==> src/rtl/fetch_pkg.sv <==
// fetch_pkg: shared definitions for the line-buffered instruction fetch unit.
//   fetch_state_e : fill FSM states (IDLE, REQ, WAIT, DRAIN)
//   line_addr()   : clears the in-line offset bits of a byte address
// Optional feature macro used by the importing files: FETCH_PREFETCH_EN.
package fetch_pkg;

  typedef enum logic [1:0] {
    IDLE  = 2'd0,
    REQ   = 2'd1,
    WAIT  = 2'd2,
    DRAIN = 2'd3
  } fetch_state_e;

  // Width used by line_addr(); callers zero-extend into it and slice back down.
  localparam int LA_W = 128;

  function automatic logic [LA_W-1:0] line_addr(input logic [LA_W-1:0] addr,
                                                input int unsigned     line_bytes);
    logic [LA_W-1:0] mask;
    mask = LA_W'(line_bytes) - LA_W'(1);
    return addr & ~mask;
  endfunction

endpackage

==> src/rtl/fetch_line_store.sv <==
// fetch_line_store: resident line storage for pipeline_fetch_lines.
// Holds NUM_LINES tags/valid bits/line data and performs the hit lookup.
// Ports:
//   clk, reset            clock, synchronous active-low reset
//   flush_i               clears every valid bit at the next edge
//   wr_en_i/wr_idx_i      write a line (tag + data) and mark it valid
//   wr_tag_i/wr_data_i    line address and line contents to write
//   pc_i                  lookup address
//   hit_o/instr_o         lookup result and selected instruction word
//   pc_line_o             pc_i with the offset bits cleared
//   valid_o               per-line valid bits (for victim selection)
//   probe_addr_i/probe_hit_o  residency probe, only with FETCH_PREFETCH_EN
module fetch_line_store
  import fetch_pkg::*;
#(
  parameter int ADDR_WIDTH  = 64,
  parameter int INSTR_WIDTH = 32,
  parameter int LINE_BYTES  = 64,
  parameter int NUM_LINES   = 4,
  localparam int IDX_W      = $clog2(NUM_LINES),
  localparam int LINE_BITS  = LINE_BYTES * 8
) (
  input  logic                   clk,
  input  logic                   reset,
  input  logic                   flush_i,
  input  logic                   wr_en_i,
  input  logic [IDX_W-1:0]       wr_idx_i,
  input  logic [ADDR_WIDTH-1:0]  wr_tag_i,
  input  logic [LINE_BITS-1:0]   wr_data_i,
  input  logic [ADDR_WIDTH-1:0]  pc_i,
  output logic                   hit_o,
  output logic [INSTR_WIDTH-1:0] instr_o,
  output logic [ADDR_WIDTH-1:0]  pc_line_o,
  output logic [NUM_LINES-1:0]   valid_o
`ifdef FETCH_PREFETCH_EN
  ,
  input  logic [ADDR_WIDTH-1:0]  probe_addr_i,
  output logic                   probe_hit_o
`endif
);

  localparam int OFF_W = $clog2(LINE_BYTES);

  logic [ADDR_WIDTH-1:0] tag_q  [NUM_LINES];
  logic [LINE_BITS-1:0]  data_q [NUM_LINES];
  logic [NUM_LINES-1:0]  valid_q;

  logic [LA_W-1:0]       line_full;
  logic                  unused_line_hi;
  logic [ADDR_WIDTH-1:0] pc_line;
  logic [OFF_W-1:0]      off;
  logic                  match;
  logic [LINE_BITS-1:0]  sel_data;

  assign line_full      = line_addr(LA_W'(pc_i), LINE_BYTES);
  assign pc_line        = line_full[ADDR_WIDTH-1:0];
  assign unused_line_hi = ^line_full[LA_W-1:ADDR_WIDTH];
  assign off            = pc_i[OFF_W-1:0];

  // Full-width tag compare: a line at the top of the address space never
  // aliases a line at address 0.
  always_comb begin
    match    = 1'b0;
    sel_data = '0;
    for (int i = 0; i < NUM_LINES; i++) begin
      if (valid_q[i] && (tag_q[i] == pc_line)) begin
        match    = 1'b1;
        sel_data = data_q[i];
      end
    end
  end

  // pc+4 stays inside the line as long as the offset is at most LINE_BYTES-4.
  assign hit_o     = match && (pc_i[1:0] == 2'b00) && (off <= OFF_W'(LINE_BYTES - 4));
  assign instr_o   = hit_o ? sel_data[{off, 3'b000} +: INSTR_WIDTH] : '0;
  assign pc_line_o = pc_line;
  assign valid_o   = valid_q;

  always_ff @(posedge clk) begin
    if (!reset) begin
      valid_q <= '0;
    end else if (flush_i) begin
      valid_q <= '0;
    end else if (wr_en_i) begin
      valid_q[wr_idx_i] <= 1'b1;
    end
  end

  always_ff @(posedge clk) begin
    if (wr_en_i && !flush_i) begin
      tag_q[wr_idx_i]  <= wr_tag_i;
      data_q[wr_idx_i] <= wr_data_i;
    end
  end

`ifdef FETCH_PREFETCH_EN
  always_comb begin
    probe_hit_o = 1'b0;
    for (int i = 0; i < NUM_LINES; i++) begin
      if (valid_q[i] && (tag_q[i] == probe_addr_i)) probe_hit_o = 1'b1;
    end
  end
`endif

endmodule

==> src/rtl/pipeline_fetch_lines.sv <==
// pipeline_fetch_lines: instruction fetch stage backed by NUM_LINES resident
// lines, refilled over a simple one-beat read port.
// Ports:
//   clk, reset                  clock, synchronous active-low reset
//   pc, stall, flush            fetch address, downstream stall, invalidate-all
//   instruction, instr_valid    fetched word (0 unless a hit)
//   next_stage_pc, next_if_pc   pc of the valid word, next fetch address
//   misaligned                  pc[1:0] != 0
//   S_R_ADDR, S_R_ADDR_VALID    registered line read request
//   S_R_DATA, S_R_DATA_VALID    returned line, byte 0 in bits [7:0]
// Optional: `define FETCH_PREFETCH_EN to prefetch the next sequential line
// after every demand fill.
//
// state | meaning
// IDLE  | no fill outstanding; a demand miss starts one
// REQ   | S_R_ADDR/S_R_ADDR_VALID presented for one cycle
// WAIT  | waiting for the returned line; hits are still served
// DRAIN | flushed while a fill was outstanding; swallow its beat
module pipeline_fetch_lines
  import fetch_pkg::*;
#(
  parameter int ADDR_WIDTH  = 64,
  parameter int INSTR_WIDTH = 32,
  parameter int LINE_BYTES  = 64,
  parameter int NUM_LINES   = 4
) (
  input  logic                    clk,
  input  logic                    reset,
  input  logic [ADDR_WIDTH-1:0]   pc,
  input  logic                    stall,
  input  logic                    flush,
  output logic [INSTR_WIDTH-1:0]  instruction,
  output logic                    instr_valid,
  output logic [ADDR_WIDTH-1:0]   next_stage_pc,
  output logic [ADDR_WIDTH-1:0]   next_if_pc,
  output logic                    misaligned,
  output logic [ADDR_WIDTH-1:0]   S_R_ADDR,
  output logic                    S_R_ADDR_VALID,
  input  logic [LINE_BYTES*8-1:0] S_R_DATA,
  input  logic                    S_R_DATA_VALID
);

  localparam int IDX_W = $clog2(NUM_LINES);

  fetch_state_e          state_q, state_d;
  logic [ADDR_WIDTH-1:0] fill_addr_q, fill_addr_d;
  logic [ADDR_WIDTH-1:0] s_r_addr_q;
  logic                  s_r_addr_valid_q;
  logic [IDX_W-1:0]      rr_q;
  logic [IDX_W-1:0]      victim;
  logic                  victim_found;

  logic                   store_hit;
  logic [INSTR_WIDTH-1:0] store_instr;
  logic [ADDR_WIDTH-1:0]  pc_line;
  logic [NUM_LINES-1:0]   line_valid;
  logic                   all_valid;
  logic                   hit_ok;
  logic                   demand_miss;
  logic                   fill_done;

`ifdef FETCH_PREFETCH_EN
  logic                  demand_q, demand_d;
  logic [ADDR_WIDTH-1:0] pf_addr;
  logic                  pf_wrap;
  logic                  pf_resident;

  assign pf_addr = fill_addr_q + ADDR_WIDTH'(LINE_BYTES);
  assign pf_wrap = (pf_addr == '0);
`endif

  fetch_line_store #(
    .ADDR_WIDTH  (ADDR_WIDTH),
    .INSTR_WIDTH (INSTR_WIDTH),
    .LINE_BYTES  (LINE_BYTES),
    .NUM_LINES   (NUM_LINES)
  ) u_store (
    .clk       (clk),
    .reset     (reset),
    .flush_i   (flush),
    .wr_en_i   (fill_done),
    .wr_idx_i  (victim),
    .wr_tag_i  (fill_addr_q),
    .wr_data_i (S_R_DATA),
    .pc_i      (pc),
    .hit_o     (store_hit),
    .instr_o   (store_instr),
    .pc_line_o (pc_line),
    .valid_o   (line_valid)
`ifdef FETCH_PREFETCH_EN
    ,
    .probe_addr_i (pf_addr),
    .probe_hit_o  (pf_resident)
`endif
  );

  assign misaligned  = (pc[1:0] != 2'b00);
  assign hit_ok      = store_hit && !flush;
  assign demand_miss = !store_hit && !misaligned && !flush;
  // A beat coinciding with flush is dropped so no line becomes valid after it.
  assign fill_done   = (state_q == WAIT) && S_R_DATA_VALID && !flush;
  assign all_valid   = &line_valid;

  assign instr_valid   = hit_ok;
  assign instruction   = hit_ok ? store_instr : '0;
  assign next_stage_pc = hit_ok ? pc : '0;
  assign next_if_pc    = (hit_ok && !stall) ? pc + ADDR_WIDTH'(4) : pc;

  assign S_R_ADDR       = s_r_addr_q;
  assign S_R_ADDR_VALID = s_r_addr_valid_q;

  // Lowest-index invalid line first; round-robin only once all are valid.
  always_comb begin
    victim       = rr_q;
    victim_found = 1'b0;
    for (int i = 0; i < NUM_LINES; i++) begin
      if (!victim_found && !line_valid[i]) begin
        victim       = IDX_W'(i);
        victim_found = 1'b1;
      end
    end
  end

  always_comb begin
    state_d     = state_q;
    fill_addr_d = fill_addr_q;
`ifdef FETCH_PREFETCH_EN
    demand_d    = demand_q;
`endif
    case (state_q)
      IDLE: begin
        if (demand_miss) begin
          state_d     = REQ;
          fill_addr_d = pc_line;
`ifdef FETCH_PREFETCH_EN
          demand_d    = 1'b1;
`endif
        end
      end
      REQ:  state_d = flush ? DRAIN : WAIT;
      WAIT: begin
        if (flush) begin
          // The outstanding beat either arrives now (dropped) or later (drained).
          state_d = S_R_DATA_VALID ? IDLE : DRAIN;
        end else if (S_R_DATA_VALID) begin
          state_d = IDLE;
`ifdef FETCH_PREFETCH_EN
          if (demand_q) begin
            // A miss on a different line beats the prefetch; the line being
            // written right now will hit next cycle, so it is not a miss.
            if (demand_miss && (pc_line != fill_addr_q)) begin
              state_d     = REQ;
              fill_addr_d = pc_line;
              demand_d    = 1'b1;
            end else if (!pf_wrap && !pf_resident) begin
              state_d     = REQ;
              fill_addr_d = pf_addr;
              demand_d    = 1'b0;
            end
          end
`endif
        end
      end
      DRAIN: if (S_R_DATA_VALID) state_d = IDLE;
      default: state_d = IDLE;
    endcase
  end

  always_ff @(posedge clk) begin
    if (!reset) begin
      state_q          <= IDLE;
      fill_addr_q      <= '0;
      s_r_addr_q       <= '0;
      s_r_addr_valid_q <= 1'b0;
      rr_q             <= '0;
`ifdef FETCH_PREFETCH_EN
      demand_q         <= 1'b0;
`endif
    end else begin
      state_q          <= state_d;
      fill_addr_q      <= fill_addr_d;
      s_r_addr_q       <= (state_d == REQ) ? fill_addr_d : '0;
      s_r_addr_valid_q <= (state_d == REQ);
      if (fill_done && all_valid) rr_q <= rr_q + IDX_W'(1);
`ifdef FETCH_PREFETCH_EN
      demand_q         <= demand_d;
`endif
    end
  end

endmodule
==> config.mk <==
export PLATFORM = sky130hd
export DESIGN_NAME = pipeline_fetch_lines
export DESIGN_NICKNAME = d
export VERILOG_FILES = /design/src/rtl/fetch_pkg.sv /design/src/rtl/fetch_line_store.sv /design/src/rtl/pipeline_fetch_lines.sv
export SDC_FILE = /design/constraint.sdc
export NUM_CORES = 2
export LEC_CHECK = 0
export BUFFER_PORTS_ARGS = -buffer_cell sky130_fd_sc_hd__buf_2
export CAP_MARGIN = 20
export CORE_MARGIN = 3
export CORE_UTILIZATION = 25
export DETAILED_ROUTE_END_ITERATION = 16
export MAX_ROUTING_LAYER = met4
export PLACE_DENSITY = 0.38
export REMOVE_ABC_BUFFERS = 1
export SLEW_MARGIN = 5
export SYNTH_ARGS = -nofsm -noshare
export SYNTH_HDL_FRONTEND = slang
export SYNTH_SLANG_ARGS = --single-unit
export TNS_END_PERCENT = 1
==> constraint.sdc <==
create_clock -name clk -period 32.4 [get_ports clk]
set_clock_uncertainty 0.15 [all_clocks]
set_input_delay 1.62 -clock clk [delete_from_list [all_inputs] [get_ports clk]]
set_output_delay 1.62 -clock clk [all_outputs]
set_load 0.05 [all_outputs]
==> results.md <==
* Vert. Die Dim at 667 microns
* CP Cell Sequence: nor4_1 > nand4_1 > or4_4 > nor4_4 > buf_4 > a21boi_4 > buf_4 > buf_4 > buf_4 > buf_4 > a221oi_1 > o32a_1 > a21oi_1 > a21bo_2 > a22o_1 > o41ai_1 > and3_1 > buf_2
* Crit-path most repeated cell: buf_4
* Total power draw at 7.29 mW
* Crit path max-delay family: buffers and inverters
* RSZ-0062 raised after global routing: no
* Most common cell in the netlist: edfxtp_1
* Register Area at 71900 sq um
* Post-CTS Hold Buffers at 0
* DRT antenna net count at 0
* Crit path kind: reg2out
* Clock Tree Buf Depth at 4
* Vias in the first global route at 82300
* Pwr per Cell Area at 56.0 nW/um^2
* Top FF cell, synth: edfxtp_1
* Multi-input gate area at 34200 sq um
* Clock sinks at 2441
* Number of core rows at 242
* Routed wire length at 549000 microns
* Cell variety after synth at 97
* Global Route Usage Sum at 24.3%
* DIE AREA at 445000 sq um
* Number of DRC markers in iteration 0 at 9920
* Skew-Pair Late Insertion Delay at 900 ps
* Mapped Area at 109000 sq um
* H-Tree Depth at 5
* Seq/Total Area, Yosys at 65.8%
* Hpwl dp at 362000 microns
* Area contributors post-synth: edfxtp_1 63%, a221oi_1 3.3%, nor3_1 2.8%
* Gate Count Post-Synth at 8350
* Average vias per placed instance at 5.61
* Die width at 667 microns
* Crit Path Max Fanout at 52
* IO Count at 808
* Element type at the critical path start: register
* Fin crit period at 11020 ps
* Worst EP arrival at 9250 ps
* Peak supply drop at 0.0000352 V
* Slew Limit Fails at 0
* Status: finished, final reports clean
* TritonCTS Buffers at 302
* CTS tree: yes
* Total Nets Final at 9552
* Initial antenna violation count at 322
* Final setup fails at 0
* Asr flop ratio synth at 0%
* Slowest Stage Delay on Critical Path at 950 ps
* Pre-antenna DRT Iters at 7
* CP bufs+invs at 6
* Fmax at 90.8 MHz
* DR WL/cell at 36.3 microns
* Initial Utilization at 25.1%
* Total setup buffers inserted after CTS at 0
* Crit end category: output port
* Critical path's slowest cell: nor4_1
* Final Hold Viols at 0
* Fillcell total at 44000
* Synth Warn # at 0
* Gr ovfl total at 0
* Hold Crit Class: reg2reg
* Routability cong. at 0.909
* Static leakage at 40.8 nW
* Share of the synthesized area in the top cell type at 63.3%
* Total core area at 435000 sq um
* Area delta synth->final at 18.9%
* Slew at the pin closest to its max-slew limit at 1270 ps
* Pin count of the biggest net entering global routing at 146
* IO Port Bufs at 805
* PostCTS Resize Cnt at 0
* Post-synth EDFFs at 2304
* Relative slew slack at 15.1%
* Worst Path Required at 30630 ps
* Synth top cells by count: 2304 x edfxtp_1, 612 x nor3_1, 555 x nor2_1
* Fin crit share at 34.0%
* Via count at 84900
* Avg Cell Area, Syn at 13.1 sq um
* Global-route wire length before repair at 733000 microns
* Leading area contributor after synthesis: edfxtp_1
* Post-route DRC at 0
* Clk slew on worst S/H paths at 60 ps
* Max-cap check violation count at 0
* Number of synthesized register bits at 2441
* Root Buffer: clkbuf_16
* Fraction of layout cells with a size suffix above 1 at 17.8%
* Fin Setup TNS at 0 ps
worst register-to-register path, delay by kind of cell (launching register included):
| family | cells | cell delay [ps] |
|---|---|---|
| buf+inv | 4 | 3000 |
| flops | 1 | 390 |
| simple gates | 4 | 1190 |
metrics by stage:
stage                     std cells  hold slack (ps)  area [sq um]  utilization (%)  setup WS (ps)
final                         15100              356        130000             29.9          21380
after floorplan                7601              302        106000                -           4540
after global routing          15100              379        130000             29.9          21000
after global placement        14400              324        120000             27.5          21450
after CTS                     14900              354        130000             29.8          21450
after detailed placement      14400              344        120000             27.5          21580
power breakdown:
part           switching (mW)  internal (mW)
combinational           0.286         0.0949
sequential            0.00725           3.46
clock                    1.43           2.01
total                    1.72           5.57
metal layers:
layer	GRT usage, %	vias up	routed length [microns]
met1	29.7	43800	218000
met4	11.5	0	25200
met3	4.79	1041	43300
li1	-	35500	-
met5	-	-	0
met2	38.7	4588	262000
cell type report:
class	instances	area share (%)
diodes	195	0.375
clock buffers	364	6.12
clock inverters	187	1.49
inverters	23	0.0818
multi-input cells	5137	26.3
flip-flops and latches	2441	55.3
well taps	5734	5.52
repair buffers	1065	4.81
cells in the final DEF, fill, tap and decap left out, types with 28 or more instances in the layout:
master and instances:
mux2i_1 120, o22ai_1 228, a21boi_0 66, clkinv_1 65, a31oi_1 48, o31ai_1 28, a311oi_1 38, o32a_1 71
a22oi_1 70, buf_2 802, or3_1 114, clkbuf_1 50, o211ai_1 83, a221o_1 198, o22a_1 35, a211oi_1 103
edfxtp_1 2304, buf_4 240, dfxtp_1 137, and3_1 101, nand2_1 378, nor4_1 116, nand3_1 87, nor2_1 527
a32oi_1 32, a221oi_1 418, nor3_1 610, nand4_1 98, o21ai_0 324, xnor2_1 186, clkbuf_16 307, diode_2 195
o221ai_1 133, xor2_1 107, o32ai_1 60, clkinv_2 52, and2_1 113, a211o_1 33, bufinv_16 31, a21oi_1 189
worst paths after layout:
check	start	end	slack (ps)	cells after the start
min	fill_addr_q[54]	fill_addr_q[54]	360	2
min reg2reg	fill_addr_q[54]	fill_addr_q[54]	360	2
max reg2reg	state_q[1]	u_store.data_q[1][412]	27290	8
max	u_store.tag_q[0][5]	instruction[0]	21380	18
state kept, by name (all words and copies together), names as in the netlist:
signal	flops
S_R_ADDR	64
S_R_ADDR_VALID	1
fill_addr_q	64
rr_q	2
state_q	2
u_store.data_q	2048
u_store.tag_q	256
u_store.valid_o	4
cells by family (layout without fill, tap and decap cells):
family	after synthesis	count (layout)	share of synthesized area, %
AOI/OAI and AO/OA	2389	2389	16.7
and+or+nand+nor	2284	2284	10.3
adders and majority gates	1	1	0.0114
muxes	159	159	1.63
xor gates and xnor gates	296	296	2.39
other	1	203	0.00343
DFF	2441	2441	65.8
buffers and inverters	779	1639	3.21
(Power assumes the default switching activity.)
